## src/rtl/synth_pkg.sv

```systemverilog
// Shared types and constants for the note oscillator voice.
// This file also holds the constant function that builds the sine table.
package synth_pkg;

  localparam int unsigned SAMPLE_W = 16;
  localparam int unsigned PHASE_W  = 32;
  localparam int unsigned ENV_W    = 8;

  typedef enum logic [1:0] {
    IDLE    = 2'b00,
    ATTACK  = 2'b01,
    SUSTAIN = 2'b10,
    RELEASE = 2'b11
  } env_state_t;

  typedef enum logic [1:0] {
    WAVE_SQUARE = 2'b00,
    WAVE_SAW    = 2'b01,
    WAVE_TRI    = 2'b10,
    WAVE_SINE   = 2'b11
  } wave_t;

  // pi in Q30 fixed point
  localparam longint PI_Q30 = 64'sd3373259426;

  // Returns round(32767*sin(2*pi*idx/256)). The value is built from a
  // quarter-wave Taylor series in Q30, so it is evaluated only at elaboration.
  function automatic logic signed [SAMPLE_W-1:0] sine_entry(input int unsigned idx);
    longint      x;
    longint      term;
    longint      acc;
    longint      q;
    int unsigned qi;
    qi = idx % 128;
    if (qi > 64) qi = 128 - qi;
    x    = (longint'(qi) * PI_Q30) / 128;
    term = x;
    acc  = x;
    for (int unsigned k = 1; k <= 6; k++) begin
      term = (term * x) >>> 30;
      term = (term * x) >>> 30;
      term = -term / longint'(4 * k * k + 2 * k);
      acc  = acc + term;
    end
    q = (acc * 32767 + (64'sd1 <<< 29)) >>> 30;
    if (idx >= 128) q = -q;
    return SAMPLE_W'(q);
  endfunction

endpackage

```

## src/rtl/note_osc_sine_rom.sv

```systemverilog
// 256 x 16 signed sine table with a one-cycle registered read.
module sine_rom
  import synth_pkg::*;
(
  input  logic                       clk,
  input  logic [7:0]                 addr,
  output logic signed [SAMPLE_W-1:0] data
);

  logic signed [SAMPLE_W-1:0] table_q [256];

  for (genvar g = 0; g < 256; g++) begin : g_table
    assign table_q[g] = sine_entry(g);
  end

  always_ff @(posedge clk) begin
    data <= table_q[addr];
  end

endmodule

```

## src/rtl/note_osc.sv

```systemverilog
// Per-voice oscillator: phase accumulator, linear attack/release envelope,
// four-waveform shaper and envelope multiply in a 3-stage sample pipeline.
module note_osc
  import synth_pkg::*;
#(
  parameter int unsigned ATTACK_STEP  = 4,
  parameter int unsigned RELEASE_STEP = 1
) (
  input  logic                       Clk,
  input  logic                       Reset_n,
  input  logic [PHASE_W-1:0]         idxjmp,
  input  logic                       sample_tick,
  input  logic [1:0]                 wave_sel,
  output logic signed [SAMPLE_W-1:0] sample,
  output logic                       sample_valid,
  output logic                       active
);

  localparam logic [ENV_W:0]   A_STEP = (ENV_W + 1)'(ATTACK_STEP);
  localparam logic [ENV_W-1:0] R_STEP = ENV_W'(RELEASE_STEP);

  env_state_t          state, state_next;
  logic [ENV_W-1:0]    env, env_next;
  logic [ENV_W:0]      env_sum;
  logic [ENV_W-1:0]    env_up, env_dn;
  logic [PHASE_W-1:0]  phase, phase_next;
  logic [PHASE_W-1:0]  inc, inc_next;
  logic                key;
  logic                v0;

  assign key = (idxjmp != '0);

  // Stage 0: state register, updated together with phase and env
  always_ff @(posedge Clk) begin
    if (!Reset_n) begin
      state <= IDLE;
      env   <= '0;
      phase <= '0;
      inc   <= '0;
      v0    <= 1'b0;
    end else begin
      v0 <= sample_tick;
      if (sample_tick) begin
        state <= state_next;
        env   <= env_next;
        phase <= phase_next;
        inc   <= inc_next;
      end
    end
  end

  // Next-state and envelope: any key press outside SUSTAIN steps the envelope up
  always_comb begin
    env_sum    = {1'b0, env} + A_STEP;
    env_up     = env_sum[ENV_W] ? '1 : env_sum[ENV_W-1:0];
    env_dn     = (env > R_STEP) ? env - R_STEP : '0;
    state_next = state;
    env_next   = env;
    if (key) begin
      if (state == SUSTAIN) begin
        env_next = '1;
      end else begin
        env_next   = env_up;
        state_next = (env_up == '1) ? SUSTAIN : ATTACK;
      end
    end else if (state != IDLE) begin
      env_next   = env_dn;
      state_next = (env_dn == '0) ? IDLE : RELEASE;
    end
  end

  // Phase and increment; entering IDLE clears both so the next note starts at 0
  always_comb begin
    inc_next   = key ? idxjmp : inc;
    phase_next = phase + inc_next;
    if (state_next == IDLE) begin
      inc_next   = '0;
      phase_next = '0;
    end
  end

  always_comb begin
    active = (state != IDLE);
  end

  // Stage 1: waveform shaping and ROM read
  logic [7:0]                 p;
  logic [6:0]                 tri_m;
  logic [SAMPLE_W-1:0]        tri_lvl;
  logic signed [SAMPLE_W-1:0] wave_d;
  logic signed [SAMPLE_W-1:0] wave1;
  logic signed [SAMPLE_W-1:0] rom_q;
  wave_t                      sel1;
  logic [ENV_W-1:0]           env1;
  logic                       v1;

  // Triangle: m*516 - 32767 spans -32767..32765, so the apex is pinned to +32767
  always_comb begin
    p       = phase[PHASE_W-1 -: 8];
    tri_m   = p[7] ? ~p[6:0] : p[6:0];
    tri_lvl = {tri_m, 9'b0} + {7'b0, tri_m, 2'b0};
    case (wave_t'(wave_sel))
      WAVE_SQUARE: wave_d = p[7] ? -16'sd32767 : 16'sd32767;
      WAVE_SAW:    wave_d = {p, 8'h00} ^ 16'h8000;
      WAVE_TRI:    wave_d = (tri_m == '1) ? 16'sd32767 : tri_lvl - 16'h7FFF;
      default:     wave_d = '0;
    endcase
  end

  sine_rom u_sine_rom (
    .clk  (Clk),
    .addr (p),
    .data (rom_q)
  );

  always_ff @(posedge Clk) begin
    if (!Reset_n) begin
      v1    <= 1'b0;
      wave1 <= '0;
      sel1  <= WAVE_SQUARE;
      env1  <= '0;
    end else begin
      v1    <= v0;
      wave1 <= wave_d;
      sel1  <= wave_t'(wave_sel);
      env1  <= env;
    end
  end

  // Stage 2: envelope multiply; |wave|*255 fits, so the shifted product cannot overflow
  logic signed [SAMPLE_W-1:0] wave_s;
  logic signed [24:0]         product;

  always_comb begin
    wave_s  = (sel1 == WAVE_SINE) ? rom_q : wave1;
    product = 25'(wave_s) * 25'($signed({1'b0, env1}));
  end

  always_ff @(posedge Clk) begin
    if (!Reset_n) begin
      sample       <= '0;
      sample_valid <= 1'b0;
    end else begin
      sample_valid <= v1;
      if (v1) sample <= SAMPLE_W'(product >>> 8);
    end
  end

endmodule

```

## config.mk

```make
export PLATFORM = sky130hd
export DESIGN_NAME = note_osc
export DESIGN_NICKNAME = d
export VERILOG_FILES = /design/src/rtl/synth_pkg.sv /design/src/rtl/note_osc_sine_rom.sv /design/src/rtl/note_osc.sv
export SDC_FILE = /design/constraint.sdc
export NUM_CORES = 1
export LEC_CHECK = 0
export ABC_AREA = 0
export CORE_UTILIZATION = 37
export DETAILED_ROUTE_END_ITERATION = 10
export SYNTH_ARGS = -nofsm -noshare
export SYNTH_HDL_FRONTEND = slang
export SYNTH_SLANG_ARGS = --single-unit
```

## constraint.sdc

```tcl
create_clock -name Clk -period 17 [get_ports Clk]
set_input_delay 5.1 -clock Clk [delete_from_list [all_inputs] [get_ports Clk]]
set_output_delay 5.1 -clock Clk [all_outputs]
set_load 0.01 [all_outputs]
```

Word-level counts from Yosys, hierarchy flattened
Memory sizes are Yosys's and may differ from the RTL's. A register that Yosys moved wholly into a read port is not among the register bits.
Cells that the tools add are included.
{"block": "totals", "regBits": 119, "latch_bits": 0, "mem_bits_rw": 0, "rom_bits": 4096, "inputBits": 37, "out_inout_bits": 18, "word_cells": 53, "n_memories": 1}
{"block": "classes", "n_addsub": 5, "n_mul": 1, "n_div": 0, "n_lt_le_gt_ge": 1, "eq_ne": 6, "shift": 0, "muxes": 18, "bitwise": 3, "reduce_logical": 7}
{"memory": "(name not given)", "words": 256, "word_bits": 16, "rd": 1, "rd_ports_with_merged_regs": 1, "wr": 0, "line": "note_osc_sine_rom.sv:17", "text": "data <= table_q[addr];"}
{"op": "32-bit 2-to-1 mux", "count": 3}
{"op": "16-bit 2-to-1 mux", "count": 3}
{"op": "16-bit one-hot mux with 3 select lines", "count": 1}
{"op": "8-bit 2-to-1 mux", "count": 5}
{"op": "32-bit adder", "count": 1}
{"op": "32-bit nonzero test", "count": 1}
{"op": "16-bit by 9-bit multiplier with 24-bit output", "count": 1}
{"op": "16-bit by 9-bit adder with 16-bit output", "count": 1}
{"op": "16-bit by 15-bit subtractor with 16-bit output (second input constant)", "count": 1}
{"op": "2-bit 2-to-1 mux", "count": 5}
{"op": "8-bit by 3-bit adder with 9-bit output (second input constant)", "count": 1}
{"op": "8-bit NOT with 9-bit output", "count": 1}
{"op": "8-bit == test (second input constant)", "count": 1}
{"op": "8-bit by 1-bit > comparator with 1-bit output (second input constant)", "count": 1}
{"op": "8-bit logical NOT", "count": 1}
{"op": "8-bit by 1-bit subtractor with 8-bit output (second input constant)", "count": 1}
{"op": "7-bit == test (second input constant)", "count": 1}
{"op": "7-bit 2-to-1 mux", "count": 1}
{"op": "7-bit NOT", "count": 1}
{"op": "2-bit == test (second input constant)", "count": 3}
{"op": "2-bit logical NOT", "count": 2}
{"op": "2-bit nonzero test", "count": 2}
{"op": "2-bit by 1-bit == test with 1-bit output (second input constant)", "count": 1}
{"op": "2-bit AND reduction", "count": 1}
{"op": "1-bit NOT", "count": 1}

Depth between registers and ports, before layout
{"block": "logic_depth", "ltp_word": 8, "depth_mapped": 22, "depth_no_buf": 21}

Hierarchy
From an unflattened synthesis, not the netlist that was laid out.
{"block": "hier_totals", "hier_cells": 1986, "area_unflattened_um2": 15443.6}
{"mod": "note_osc", "instances": 1, "cells_each": 1268, "area_each_um2": 10810.4, "seq_area_each_um2": 2382.3}
{"mod": "sine_rom", "instances": 1, "cells_each": 718, "area_each_um2": 4633.2, "seq_area_each_um2": 320.3}

Least setup slack after synthesis
OpenSTA, ideal clock, no wires.
{"block": "synth_timing", "path_type": "input to register", "start": "input port idxjmp[25]", "end": "register phase[28]", "setup_ns": 0.119, "t_arrival_ns": 8.426, "required_ns": 16.881, "slack_ns": 8.455, "cell_stages": 16, "n_path_buf": 2, "path_cell_list": "nor4_1 nand4_1 nor2_1 clkbuf_1 clkbuf_1 a21o_1 ha_1 a21o_1 a221oi_2 o311ai_2 a41o_4 a221oi_4 o21bai_2 a21oi_2 xor2_1 o21ai_1"}
{"block": "synth_between", "elab_chain_len": 4, "elab_cells_between_ends": 6, "cone_classes": "add/sub: 1; mux: 3; reduce/logical: 2"}
{"element": "start: declaration", "line": "note_osc.sv:11", "text": "input logic [PHASE_W-1:0] idxjmp,"}
{"element": "32-bit nonzero test", "line": "note_osc.sv:31", "text": "assign key = (idxjmp != '0);"}
{"element": "32-bit 2-to-1 mux or 2-bit 2-to-1 mux (tied branches)", "line": "note_osc.sv:74, note_osc.sv:59"}
{"element": "32-bit adder or 2-bit logical NOT (tied branches)", "line": "note_osc.sv:75, note_osc.sv:76"}
{"element": "32-bit 2-to-1 mux *", "line": "note_osc.sv:76", "text": "if (state_next == IDLE) begin"}
{"element": "end signal: assignment", "line": "note_osc.sv:46", "text": "phase <= phase_next;"}
{"element": "end: declaration", "line": "note_osc.sv:26", "text": "logic [PHASE_W-1:0] phase, phase_next;"}
Mark *: on every way between the ends. The rest lies on a longest branch, timed or not.
A chain may end at the register's enable or synchronous reset.

Final worst setup path
{"block": "layout_timing", "start": "input port idxjmp[0]", "end": "register phase[23]"}
Same word-level chain as after synthesis.

==> flow_metrics.env <==
export IMPL_outcome="finished clean"
export IMPL_power_switching_mw=0.770
export IMPL_fin_util_pct=41.4
export IMPL_synth_top_area_share_pct=17.8
export IMPL_yosys_warnings=0
export IMPL_viasPerCell=5.90
export IMPL_syn_mean_instance_area_um2=7.47
export IMPL_tritoncts="done"
export IMPL_antenna_cells_inserted=0
export IMPL_dieHeight_um=204
export IMPL_core_area_um2=40100
export IMPL_gr_usage_all_layers_pct=23.8
export IMPL_post_place_ws_ps=7270
export IMPL_drt_iter0_markers=1597
export IMPL_cell_internal_pwr_mw=0.868
export IMPL_critPathTopFamily="compound AO/OA/AOI/OAI gates"
export IMPL_setup_ws_ps=7680
export IMPL_initial_utilization_pct=37.8
export IMPL_detailed_route_wl_um=49300
export IMPL_crit_path_max_fanout=29
export IMPL_n_fill_cell=4107
export IMPL_synth_enable_flop_cells=0
export IMPL_dominantRegCellSynth="sky130_fd_sc_hd__dfxtp_1"
export IMPL_min_delay_path_class="reg2reg"
export IMPL_cp_slowest_cell="sky130_fd_sc_hd__nor4_1"
export IMPL_share_comb_of_total_power_pct=51.9
export IMPL_worst_ir_drop_vdd_mv=0.0689
export IMPL_row_count=73
export IMPL_clock_insertion_delay_worst_skew_ps=430
export IMPL_grt_max_degree=76
export IMPL_min_period_ps=9320
export IMPL_detail_route_wl_per_cell_um=19.5
export IMPL_fin_setup_tns_ps=0
export IMPL_die_width_um=204
export IMPL_power_per_cell_area_nw_per_um2=98.6
export IMPL_clock_power_share_pct=23.5
export IMPL_most_common_cell_after_layout_fill_and_taps_aside="sky130_fd_sc_hd__nand2_1"
export IMPL_crit_type="in2reg"
export IMPL_commonest_cells_after_routing_fill_and_taps_aside="sky130_fd_sc_hd__nand2_1, sky130_fd_sc_hd__nor2_1, sky130_fd_sc_hd__a21oi_1"
export IMPL_proportion_of_total_power_due_to_net_switching_pct=47.0
export IMPL_port_buffer_count=54
export IMPL_min_period_over_period_pct=54.8
export IMPL_total_die_area_um2=41800
export IMPL_clk_path_buf_depth=2
export IMPL_clkSlewWorstSetupHoldPaths_ps=60
export IMPL_fmax_mhz=107
export IMPL_max_stage_delay_ps=560
export IMPL_max_slew_worst_pin_slew_ps=1230
export IMPL_ctsResizeCount=0
export IMPL_cts_htree_levels=4
export IMPL_num_vias=14900
export IMPL_dp_hpwl_um=35900
export IMPL_yosys_top_cells_area="sky130_fd_sc_hd__dfxtp_1, sky130_fd_sc_hd__fa_1, sky130_fd_sc_hd__ha_1"
export IMPL_layout_nets=2225
export IMPL_first_pass_grt_wire_length_um=79300
export IMPL_final_setup_viol_count=0
export IMPL_cts_root_buf="sky130_fd_sc_hd__clkbuf_16"
export IMPL_synth_seq_cells=135
export IMPL_cp_start_kind="input port"
export IMPL_final_layout_size_suffix_gt1_share_pct=5.29
export IMPL_crit_path_cell_trace="clkdlybuf4s50_1 > nor4_1 > nand4_1 > nor2_4 > buf_4 > a21o_1 > ha_1 > a21oi_1 > nand2_1 > a221o_1 > a21oi_1 > o21ai_1 > a21oi_1 > o21ai_1 > xnor2_1 > o21ai_1"
export IMPL_worstPathRequired_ps=17300
export IMPL_num_io_pins=55
export IMPL_areaGrowthSynthToFinish_pct=9.66
export IMPL_cts_inserted_buffers=17
export IMPL_setup_repair_after_global_routing_missed_its_margin="no"
export IMPL_grt_overflow_total=0
export IMPL_first_global_vias=14300
export IMPL_syn_cell_area_um2=15100
export IMPL_slew_viol_final=0
export IMPL_iteration_count_of_the_initial_detailed_routing_pass=6
export IMPL_finalHoldViolations=0
export IMPL_cts_sink_count=135
export IMPL_residual_antenna_violating_net_count_after_detailed_routing=0
export IMPL_timing_slew_headroom_pct=17.7
export IMPL_gp_congestion=1.01
export IMPL_synth_sequential_area_ratio_pct=17.8
export IMPL_power_mw=1.64
export IMPL_worstPathArrival_ps=9620
export IMPL_holdBufCountCts=0
export IMPL_setup_worst_path_end_class="flip-flop"
export IMPL_static_leakage_power_nw=7.21
export IMPL_number_of_buffers_inserted_by_post_cts_setup_repair=0
export IMPL_drc=0
export IMPL_cap_viol_max_count=0
export IMPL_seq_pwr_share_pct=24.5
export IMPL_synth_distinct_cells=81
export IMPL_worst_clock_skew_ps=12.0
export IMPL_synth_largest_area_cell="sky130_fd_sc_hd__dfxtp_1"
export IMPL_async_reset_ff_share_pct=0
export IMPL_critical_path_n_buffers_inverters=2
export IMPL_postSynthNetCount=2265
export IMPL_grt_antenna_before_repair=0
export IMPL_postSynthCellCount=2029
[power groups by stage]
stage / Clock, mW / Combinational (mW) / Sequential (mW)
after floorplan: 0 / 0.589 / 0.380
after global placement: 0 / 0.825 / 0.408
after detailed placement: 0 / 0.818 / 0.409
after CTS: 0.395 / 0.822 / 0.402
after global routing: 0.411 / 0.913 / 0.408
final: 0.386 / 0.851 / 0.402
[Yosys cell counts, types with 30 or more instances]
| library cell | count |
|---|---|
| sky130_fd_sc_hd__nor2b_1 | 75 |
| sky130_fd_sc_hd__nand3_1 | 45 |
| sky130_fd_sc_hd__a21oi_1 | 174 |
| sky130_fd_sc_hd__dfxtp_1 | 135 |
| sky130_fd_sc_hd__nand2_1 | 224 |
| sky130_fd_sc_hd__o21ai_0 | 120 |
| sky130_fd_sc_hd__clkbuf_1 | 102 |
| sky130_fd_sc_hd__a211oi_1 | 30 |
| sky130_fd_sc_hd__fa_1 | 100 |
| sky130_fd_sc_hd__nor2_1 | 182 |
| sky130_fd_sc_hd__nor3_1 | 44 |
| sky130_fd_sc_hd__ha_1 | 99 |
| sky130_fd_sc_hd__xnor2_1 | 36 |
| sky130_fd_sc_hd__and2_1 | 46 |
| sky130_fd_sc_hd__a21o_1 | 59 |
| sky130_fd_sc_hd__inv_1 | 173 |
[state kept, by name, indices dropped and copies added, names as in the netlist]
signal / flops
sel1: 2
wave1: 16
env1: 8
phase: 32
state: 2
u_sine_rom.data: 16
v0: 1
env: 8
inc: 32
sample_valid: 1
v1: 1
sample: 16
[final cells by class]
class / instances / area [um2] / area share, %
repair buffers: 76 / 701 / 4.22
inverters: 177 / 664 / 4.00
clock inverters: 14 / 159 / 0.957
well taps: 525 / 657 / 3.95
multi-input cells: 1582 / 11300 / 67.8
clock buffers: 18 / 450 / 2.71
flip-flops and latches: 135 / 2720 / 16.4
[per-stage QoR]
step | std cells | hold WS, ps | cell area [um2]
2_1_floorplan | 2029 | 412 | 15100
3_3_place_gp | 2495 | 440 | 16000
3_5_place_dp | 2495 | 450 | 16000
4_1_cts | 2527 | 459 | 16600
5_1_grt | 2527 | 483 | 16600
6_report | 2527 | 455 | 16600
[worst paths after layout]
check	from	cells past startpoint	slack, ps	end
worst max-delay path	idxjmp[0]	16	7680	phase[23]
worst min-delay path	phase[20]	2	450	phase[20]
worst max register to register	sel1[0]	19	11240	sample[15]
worst min register to register	phase[20]	2	450	phase[20]
[worst min-delay path, stage by stage, from the launching register on]
cell,delay (ps)
sky130_fd_sc_hd__dfxtp_1,310
sky130_fd_sc_hd__nand2_1,50
sky130_fd_sc_hd__o21ai_1,50
[routing by layer]
metal | track usage, % | wire, um
met4 | 10.6 | 1950
met3 | 3.75 | 3800
met2 | 37.4 | 22000
met5 | 0 | 0
met1 | 32.1 | 21600
[logic make-up (layout without fill, tap and decap cells)]
family | Yosys count | count (layout) | synth area share, %
AO/OA/AOI/OAI | 608 | 608 | 26.0
XOR/XNOR | 56 | 56 | 3.24
adder cells (fa/ha/maj) | 199 | 199 | 21.4
buffers and inverters | 312 | 285 | 7.85
flip-flops | 135 | 135 | 17.8
multiplexers | 30 | 30 | 2.35
AND/OR/NAND/NOR | 689 | 689 | 21.3
Power figures use the tool's default switching activity.
